File: config.mk
export PLATFORM = sky130hd
export DESIGN_NAME = ps2_host_tx
export DESIGN_NICKNAME = d
export VERILOG_FILES = /design/src/rtl/ps2_pkg.sv /design/src/rtl/ps2_sync_edge.sv /design/src/rtl/ps2_host_tx.sv
export SDC_FILE = /design/constraint.sdc
export NUM_CORES = 1
export LEC_CHECK = 0
export CORE_MARGIN = 2
export CORE_UTILIZATION = 38
export DETAILED_ROUTE_END_ITERATION = 12
export PLACE_DENSITY = 0.61
export SYNTH_ARGS = -nofsm -noshare
export SYNTH_HDL_FRONTEND = slang
export SYNTH_SLANG_ARGS = --single-unit
File: constraint.sdc
create_clock -name clk25 -period 6.05 [get_ports clk25]
set_input_delay 1.21 -clock clk25 [delete_from_list [all_inputs] [get_ports clk25]]
set_output_delay 1.21 -clock clk25 [all_outputs]
set_load 0.01 [all_outputs]
File: src/rtl/ps2_pkg.sv
// ps2_pkg
// Shared definitions for the PS/2 host transmitter:
//   ps2_state_e            - host-to-device transmit FSM states
//   PS2_FRAME_BITS         - start + 8 data + parity + stop bits
//   DEFAULT_INHIBIT_CYCLES - 100 us of clock inhibit at 25 MHz
//   DEFAULT_TIMEOUT_CYCLES - 15 ms frame watchdog at 25 MHz
//   odd_parity()           - parity bit that makes data plus parity odd
package ps2_pkg;

    typedef enum logic [2:0] {
        ST_IDLE      = 3'd0,
        ST_INHIBIT   = 3'd1,
        ST_START     = 3'd2,
        ST_DATA      = 3'd3,
        ST_PARITY    = 3'd4,
        ST_STOP      = 3'd5,
        ST_ACK       = 3'd6,
        ST_WAIT_IDLE = 3'd7
    } ps2_state_e;

    localparam int unsigned PS2_FRAME_BITS         = 11;
    localparam int unsigned DEFAULT_INHIBIT_CYCLES = 2500;
    localparam int unsigned DEFAULT_TIMEOUT_CYCLES = 375000;

    function automatic logic odd_parity(input logic [7:0] b);
        return ~^b;
    endfunction

endpackage

File: src/rtl/ps2_sync_edge.sv
// ps2_sync_edge
// Two-flop synchronizer for one raw PS/2 pad level plus a falling-edge
// detector on the synchronized value. All flops reset to 1, the level of an
// idle open-drain bus, so reset release never produces a false edge.
//   clk_i   in  system clock
//   rst_ni  in  asynchronous active-low reset
//   d_i     in  raw asynchronous pad level
//   sync_o  out synchronized level
//   fall_o  out 1 for one cycle when sync_o was 1 last cycle and is 0 now
module ps2_sync_edge (
    input  logic clk_i,
    input  logic rst_ni,
    input  logic d_i,
    output logic sync_o,
    output logic fall_o
);

    logic meta_q;
    logic sync_q;
    logic prev_q;

    always_ff @(posedge clk_i or negedge rst_ni) begin
        if (!rst_ni) begin
            meta_q <= 1'b1;
            sync_q <= 1'b1;
            prev_q <= 1'b1;
        end else begin
            meta_q <= d_i;
            sync_q <= meta_q;
            prev_q <= sync_q;
        end
    end

    assign sync_o = sync_q;
    assign fall_o = prev_q & ~sync_q;

endmodule

File: src/rtl/ps2_host_tx.sv
// ps2_host_tx
// PS/2 host-to-device command transmitter. Accepts one byte, inhibits the bus
// by holding the clock low, presents the start bit, then shifts data (LSB
// first), odd parity and the stop bit on device clock falling edges, and
// finally checks the device ACK bit.
//
// Optional feature: define PS2_TX_TIMEOUT_EN to compile in a watchdog that
// aborts a frame TIMEOUT_CYCLES cycles after START entry if it has not
// completed. Without it TIMEOUT_CYCLES is unused and a silent device leaves
// the block waiting in START.
//
// Ports
//   clk25                    in  system clock (25 MHz nominal)
//   rst_n                    in  asynchronous active-low reset
//   tx_data[7:0]             in  command byte
//   tx_valid                 in  request; accepted when tx_valid & tx_ready
//   tx_ready                 out high only in IDLE
//   tx_done                  out one-cycle pulse: device ACKed, bus idle again
//   tx_error                 out one-cycle pulse: NACK or watchdog timeout
//   busy                     out high in every state except IDLE
//   ps2_clk_in, ps2_data_in  in  raw pad levels (asynchronous)
//   ps2_clk_oe, ps2_data_oe  out open-drain enables, 1 pulls the pad low
//   state_dbg                out current FSM state
//
// Handshake: a byte transfers on a rising clk25 edge where tx_valid and
// tx_ready are both 1; tx_valid while busy is ignored, nothing is queued.
module ps2_host_tx
    import ps2_pkg::*;
#(
    parameter int unsigned INHIBIT_CYCLES = DEFAULT_INHIBIT_CYCLES,
    parameter int unsigned TIMEOUT_CYCLES = DEFAULT_TIMEOUT_CYCLES
) (
    input  logic       clk25,
    input  logic       rst_n,
    input  logic [7:0] tx_data,
    input  logic       tx_valid,
    output logic       tx_ready,
    output logic       tx_done,
    output logic       tx_error,
    output logic       busy,
    input  logic       ps2_clk_in,
    input  logic       ps2_data_in,
    output logic       ps2_clk_oe,
    output logic       ps2_data_oe,
    output ps2_state_e state_dbg
);

    // One counter serves the inhibit interval and, when compiled in, the
    // watchdog, so it is sized for the larger of the two.
    localparam int unsigned CNT_MAX = (INHIBIT_CYCLES > TIMEOUT_CYCLES) ?
                                      INHIBIT_CYCLES : TIMEOUT_CYCLES;
    localparam int unsigned CNT_W   = $clog2(CNT_MAX + 1);
    // Data goes low in the last inhibit cycle so the start bit is already on
    // the bus when the clock is released.
    localparam int unsigned INH_DATA_AT = (INHIBIT_CYCLES >= 2) ? INHIBIT_CYCLES - 2 : 0;
    localparam int unsigned INH_LAST    = (INHIBIT_CYCLES >= 1) ? INHIBIT_CYCLES - 1 : 0;

    ps2_state_e       state_q, state_d;
    logic [CNT_W-1:0] cnt_q, cnt_d;
    logic [7:0]       shift_q, shift_d;
    logic             par_q, par_d;
    logic [2:0]       idx_q, idx_d;
    logic             clk_oe_q, clk_oe_d;
    logic             data_oe_q, data_oe_d;
    logic             done_q, done_d;
    logic             err_q, err_d;

    logic clk_sync;
    logic clk_fall;
    logic data_sync;
    logic data_fall_unused;

    ps2_sync_edge u_clk_sync (
        .clk_i  (clk25),
        .rst_ni (rst_n),
        .d_i    (ps2_clk_in),
        .sync_o (clk_sync),
        .fall_o (clk_fall)
    );

    ps2_sync_edge u_data_sync (
        .clk_i  (clk25),
        .rst_ni (rst_n),
        .d_i    (ps2_data_in),
        .sync_o (data_sync),
        .fall_o (data_fall_unused)
    );

    always_ff @(posedge clk25 or negedge rst_n) begin
        if (!rst_n) begin
            state_q   <= ST_IDLE;
            cnt_q     <= '0;
            shift_q   <= '0;
            par_q     <= 1'b0;
            idx_q     <= '0;
            clk_oe_q  <= 1'b0;
            data_oe_q <= 1'b0;
            done_q    <= 1'b0;
            err_q     <= 1'b0;
        end else begin
            state_q   <= state_d;
            cnt_q     <= cnt_d;
            shift_q   <= shift_d;
            par_q     <= par_d;
            idx_q     <= idx_d;
            clk_oe_q  <= clk_oe_d;
            data_oe_q <= data_oe_d;
            done_q    <= done_d;
            err_q     <= err_d;
        end
    end

    always_comb begin
        state_d   = state_q;
        cnt_d     = cnt_q;
        shift_d   = shift_q;
        par_d     = par_q;
        idx_d     = idx_q;
        clk_oe_d  = clk_oe_q;
        data_oe_d = data_oe_q;
        done_d    = 1'b0;
        err_d     = 1'b0;

        case (state_q)
            ST_IDLE: begin
                if (tx_valid) begin
                    shift_d   = tx_data;
                    par_d     = odd_parity(tx_data);
                    clk_oe_d  = 1'b1;
                    data_oe_d = 1'b0;
                    cnt_d     = '0;
                    idx_d     = '0;
                    state_d   = ST_INHIBIT;
                end
            end
            ST_INHIBIT: begin
                cnt_d = cnt_q + CNT_W'(1);
                if (cnt_q >= CNT_W'(INH_DATA_AT)) begin
                    data_oe_d = 1'b1;
                end
                if (cnt_q == CNT_W'(INH_LAST)) begin
                    clk_oe_d = 1'b0;
                    cnt_d    = '0;   // watchdog origin is START entry
                    state_d  = ST_START;
                end
            end
            ST_START: begin
                if (clk_fall) begin
                    data_oe_d = ~shift_q[0];
                    idx_d     = '0;
                    state_d   = ST_DATA;
                end
            end
            ST_DATA: begin
                if (clk_fall) begin
                    if (idx_q == 3'd7) begin
                        data_oe_d = ~par_q;
                        state_d   = ST_PARITY;
                    end else begin
                        idx_d     = idx_q + 3'd1;
                        data_oe_d = ~shift_q[idx_q + 3'd1];
                    end
                end
            end
            ST_PARITY: begin
                if (clk_fall) begin
                    data_oe_d = 1'b0;   // stop bit: released line reads 1
                    state_d   = ST_STOP;
                end
            end
            ST_STOP: begin
                if (clk_fall) begin
                    if (!data_sync) begin
                        state_d = ST_WAIT_IDLE;
                    end else begin
                        err_d     = 1'b1;
                        clk_oe_d  = 1'b0;
                        data_oe_d = 1'b0;
                        state_d   = ST_IDLE;
                    end
                end
            end
            ST_ACK: begin
                // Not entered by the normal frame; only the watchdog window
                // covers it. Falls straight through.
                state_d = ST_WAIT_IDLE;
            end
            ST_WAIT_IDLE: begin
                if (clk_sync && data_sync) begin
                    done_d    = 1'b1;
                    clk_oe_d  = 1'b0;
                    data_oe_d = 1'b0;
                    state_d   = ST_IDLE;
                end
            end
            default: begin
                clk_oe_d  = 1'b0;
                data_oe_d = 1'b0;
                state_d   = ST_IDLE;
            end
        endcase

`ifdef PS2_TX_TIMEOUT_EN
        // Watchdog overrides any frame progress in the same cycle, so done
        // and error can never coincide.
        if (state_q != ST_IDLE && state_q != ST_INHIBIT) begin
            cnt_d = cnt_q + CNT_W'(1);
            if (cnt_q == CNT_W'(TIMEOUT_CYCLES - 1)) begin
                done_d    = 1'b0;
                err_d     = 1'b1;
                clk_oe_d  = 1'b0;
                data_oe_d = 1'b0;
                state_d   = ST_IDLE;
            end
        end
`endif
    end

    assign tx_ready    = (state_q == ST_IDLE);
    assign busy        = (state_q != ST_IDLE);
    assign tx_done     = done_q;
    assign tx_error    = err_q;
    assign ps2_clk_oe  = clk_oe_q;
    assign ps2_data_oe = data_oe_q;
    assign state_dbg   = state_q;

endmodule

Yosys cells after proc, flatten, opt, wreduce, memory -nomap -nowiden
Index checks and enable logic that the tools add are counted.

cells by class
  equality and inequality tests = 20
  $add $sub $neg = 2
  bitwise operators = 5
  magnitude comparators = 2
  muxes and demuxes = 38
  reductions and logical operators = 14

operator list
  cell                                                                 number
  2-to-1 mux 3 bit                                                     13
  2-to-1 mux 19 bit                                                    2
  one-hot mux 19 bit (2 select lines)                                  1
  one-hot mux 3 bit (8 select lines)                                   1
  inequality test 2 bit, second input constant                         10
  adder 19 x 1 -> 19 bit, second input constant                        1
  == test 19 x 12 -> 1 bit, second input constant                      1
  greater-or-equal comparator 19 x 12 -> 1 bit, second input constant  1
  2-to-1 mux 1 bit                                                     17
  == test 3 bit, second input constant                                 5
  one-hot mux 3 bit (3 select lines)                                   1
  AND reduction 9 bit                                                  1
  AND reduction 8 bit                                                  1
  XNOR reduction 8 bit                                                 1
  one-hot mux 1 bit (7 select lines)                                   1
  nonzero test 7 bit                                                   1
  == test 3 x 2 -> 1 bit, second input constant                        2
  AND reduction 6 bit                                                  1
  nonzero test 3 bit                                                   2
  AND reduction 5 bit                                                  1
  < comparator 3 x 4 -> 1 bit, second input constant                   1
  NOT 1 bit                                                            4
  one-hot mux 1 bit (4 select lines)                                   1
  AND reduction 2 bit                                                  2
  9 further kinds                                                      9

word-level totals
  word-level logic and storage cells = 95
  input bits = 13
  bits in registers = 43
  output and inout port bits = 9

Longest topological paths before layout
  word-level depth = 7
  mapped depth = 8
  gate-level depth less buffers = 7

By module
Synthesis repeated with hierarchy kept, for this count alone.

second synthesis, totals
  cells, all modules = 248
  area total of the unflattened synthesis = 2,433.6 µm²

by module, submodules not included
  module         area each (µm²)  times used  sequential area each (µm²)  cells an instance
  ps2_host_tx    2,248.4          1           950.9                       240
  ps2_sync_edge  92.6             2           78.8                        4

Least setup slack after synthesis
OpenSTA, ideal clock, no wires.

  path kind = reg2out
  start point = register state_q[1], in the netlist state_dbg[1]
  end point = output port busy
  arrival time = 1,017 ps
  required time = 4,840 ps
  path slack = 3,823 ps
  buffers on the path = 0
  cell stages (with the launch flop) = 3
  path through = dfrtp_1 nor3_1 inv_1

between the ends
  cells in the longest elaborated chain, start to end = 1

ends and longest elaborated chain
  what                      line                text
  start: declaration        ps2_host_tx.sv:58   ps2_state_e state_q, state_d;
  start signal: assignment  ps2_host_tx.sv:101  state_q <= state_d;
  nonzero test 3 bit        ps2_host_tx.sv:220  assign busy = (state_q != ST_IDLE);
  end: declaration          ps2_host_tx.sv:40   output logic busy,

No other way between the ends.

Worst setup path in the final report
  start point = register state_q[1], in the netlist state_dbg[1]
  end point = output port tx_ready

between the ends
  cells in the longest elaborated chain, start to end = 1

ends and longest elaborated chain
  what              line                text
  zero test 3 bit   ps2_host_tx.sv:219  assign tx_ready = (state_q == ST_IDLE);
  end: declaration  ps2_host_tx.sv:37   output logic tx_ready,

No other way between the ends.

==> flow_summary.ini <==
[outcome]
status = completed

[flow_run]
drv_cap = 0

[sta]
worst_slack_ps = 3010
tightest_slew_ps = 967
finalHoldViolCount = 0
fmaxAchievable_mhz = 329
drv_slew = 0
relSlewSlack_pct = 35.6
min_period_ps = 3040
rsz0062_at_grt = no
fin_skew_ps = 6.47
setup-tns-final_ps = 0
post-route-period-util_pct = 50.3
setup_viol = 0

[synthesis]
synthCells = 254
synthArstFlopShare_pct = 100
synth_fp_nets = 273
ys_seq_elements = 43
synth_area_um2 = 2410
syn_avg_cell_area_um2 = 9.50
yosys_warnings = 0
seq_area_frac_synth_pct = 44.9
synth_flop_cell = dfrtp_1
synth_edf_count = 0
synth_cell_types = 47

[power_and_ir_drop]
leakage_uw = 0.00109
power_density_nw_per_um2 = 467
max-vdd-ir-drop_mv = 0.209

[placement]
routabilityCongestion = 0.794
dp.final_hpwl_um = 3510
post-place-ws_ps = 3170
port_buffers = 21
placed_area_um2 = 2680

[clocking]
numClockSinks = 43
cts_max_path_buffers = 2
cts_tree = done
htree_levels = 2
post_cts_buffers = 0
cts_buffers = 5
hold_buffers = 0
cts_resized = 0
clkTransAtPathRegs_ps = 80
clock_latency_ps = 290
cts-root-buf = clkbuf_8

[die]
die_y_um = 83.7
ios = 22
fp.dieW_um = 83.7
fp.dieArea_um2 = 7000
rows = 29
core_um2 = 6240
initial_core_util_pct = 38.7

[detailed_routing]
detail_route.wl_per_cell_um = 14.1
drt_iter0_drc = 109
drc = 0
dr.pass1.iters = 4
viasPerCell = 5.52
wl_um = 4940
antenna_left = 0
via_count = 1938

[setup_path]
cp.required_ps = 4840
cp_cell_sequence = nor3_1 -> clkdlybuf4s50_1
setup.worst_path.class = reg -> out
cp.arrival_ps = 1830
max_stage_delay_ps = 590
cp_slowest_cell = dfrtp_1
path_max_fanout = 17
worstSetupEndpointType = output port
cp-start-kind = register

[final_layout]
layout_common_cells = 38 x dfrtp_1, 23 x nand2_1, 20 x clkdlybuf4s50_1, 18 x nand3_1, 17 x a21oi_1
final_common_cell = dfrtp_1
multi_input_area_um2 = 1230
regArea_um2 = 1080
final_util_pct = 44.2
drive_gt1_share_pct = 11.7
diodes = 0
synthToLayoutAreaGrowth_pct = 14.5
final_nets = 292
fill_cells = 615
post-route-cell-area_um2 = 2760

[global_routing]
track_usage_pct = 15.3
grt_overflow = 0
grt_antenna_before_repair = 0
grt_start_max_net_pins = 44
grt_pass1_wl_um = 8890
grt_pass1_vias = 1883

[hold_path]
min_path_type = reg -> reg
[critical path: cells and delay by family (launching register included)]
kind	cells	cell delay, ps
DFF	1	590
buffers and inverters	1	590
and+or+nand+nor	1	350
[logic make-up (layout without fill, tap and decap cells)]
group / count (synthesis) / in the layout / synth area share [%]
mux: 17 / 17 / 8.20
buf+inv: 24 / 44 / 4.20
xor+xnor: 7 / 7 / 2.54
compound gates: 69 / 69 / 18.6
fa+ha+maj: 6 / 6 / 3.11
simple gates: 88 / 88 / 18.5
flops: 43 / 43 / 44.9
[sequential cells by signal, indices dropped and copies added (netlist names)]
register and flops:
u_clk_sync.meta_q 1, idx_q 3, state_dbg 3, ps2_data_oe 1, u_clk_sync.prev_q 1, u_data_sync.meta_q 1, tx_done 1, cnt_q 19
ps2_clk_oe 1, u_data_sync.sync_o 1, tx_error 1, u_clk_sync.sync_o 1, shift_q 8, par_q 1
[cell usage after synthesis (2+ instances only)]
library cell	n	area, µm²
dfrtp_1	38	951
and3_1	5	31.3
nor2b_1	3	18.8
nand2_1	23	86.3
buf_2	3	15.0
mux2_2	11	124
a31oi_1	11	68.8
nand2b_1	5	31.3
a221oi_1	2	17.5
o21ai_0	7	35.0
a211oi_1	2	15.0
inv_1	12	45.0
nor3_1	8	40.0
clkbuf_1	6	22.5
a21oi_1	17	85.1
nor2_1	15	56.3
a22o_1	2	17.5
a41oi_1	4	35.0
nand3b_1	2	15.0
dfstp_2	5	131
o22ai_1	2	12.5
mux2i_1	4	40.0
nand3_1	18	90.1
a22oi_1	2	15.0
nand4_1	2	12.5
ha_1	6	75.1
and2_1	2	12.5
o21ai_1	12	60.1
xnor2_1	7	61.3
[metrics by stage]
step / std cells / total power (µW) / hold WS (ps)
global route: 351 / 1410 / 370
detailed placement: 343 / 1120 / 353
floorplan: 254 / 950 / 345
global placement: 343 / 1100 / 347
finish: 351 / 1290 / 362
CTS: 351 / 1300 / 364
[report_power, final]
| part | switching (µW) | leakage (µW) | internal (µW) |
|---|---|---|---|
| combinational | 316 | 0.000508 | 281 |
| clock | 96.4 | 0.0000412 | 80.7 |
| sequential | 130 | 0.000545 | 385 |
| total | 542 | 0.00109 | 746 |
[routing by layer]
metal	track usage (%)	up-vias	share of wire (%)
met1	21.7	932	49
met4	5.57	0	1.6
met3	2.97	6	3.3
li1	-	962	-
met2	23.2	38	46
met5	0	-	0
[cell type report]
class / instances / area share, %
Clock buffer: 6 / 2.63
Clock inverter: 2 / 0.453
Inverter: 13 / 1.77
Multi-Input combinational cell: 187 / 44.5
Sequential cell: 43 / 39.2
Tap cell: 77 / 3.49
Timing Repair Buffer: 23 / 7.97
[path summary, 6_finish.rpt]
path / to / cells after the start / start / slack [ps]
min reg2reg: u_data_sync.sync_o$_DFF_PN1_ / 0 / u_data_sync.meta_q$_DFF_PN1_ / 360
max in group asynchronous: cnt_q[2]$_DFFE_PN0P_ / 1 / rst_n / 4390
min in group asynchronous: shift_q[6]$_DFFE_PN0P_ / 1 / rst_n / 1070
max: tx_ready / 2 / state_dbg[1]$_DFFE_PN0P_ / 3010
min: u_data_sync.sync_o$_DFF_PN1_ / 0 / u_data_sync.meta_q$_DFF_PN1_ / 360
max reg2reg: cnt_q[6]$_DFFE_PN0P_ / 6 / state_dbg[0]$_DFFE_PN0P_ / 3520
Note: power is estimated with default switching activity, not from simulation.
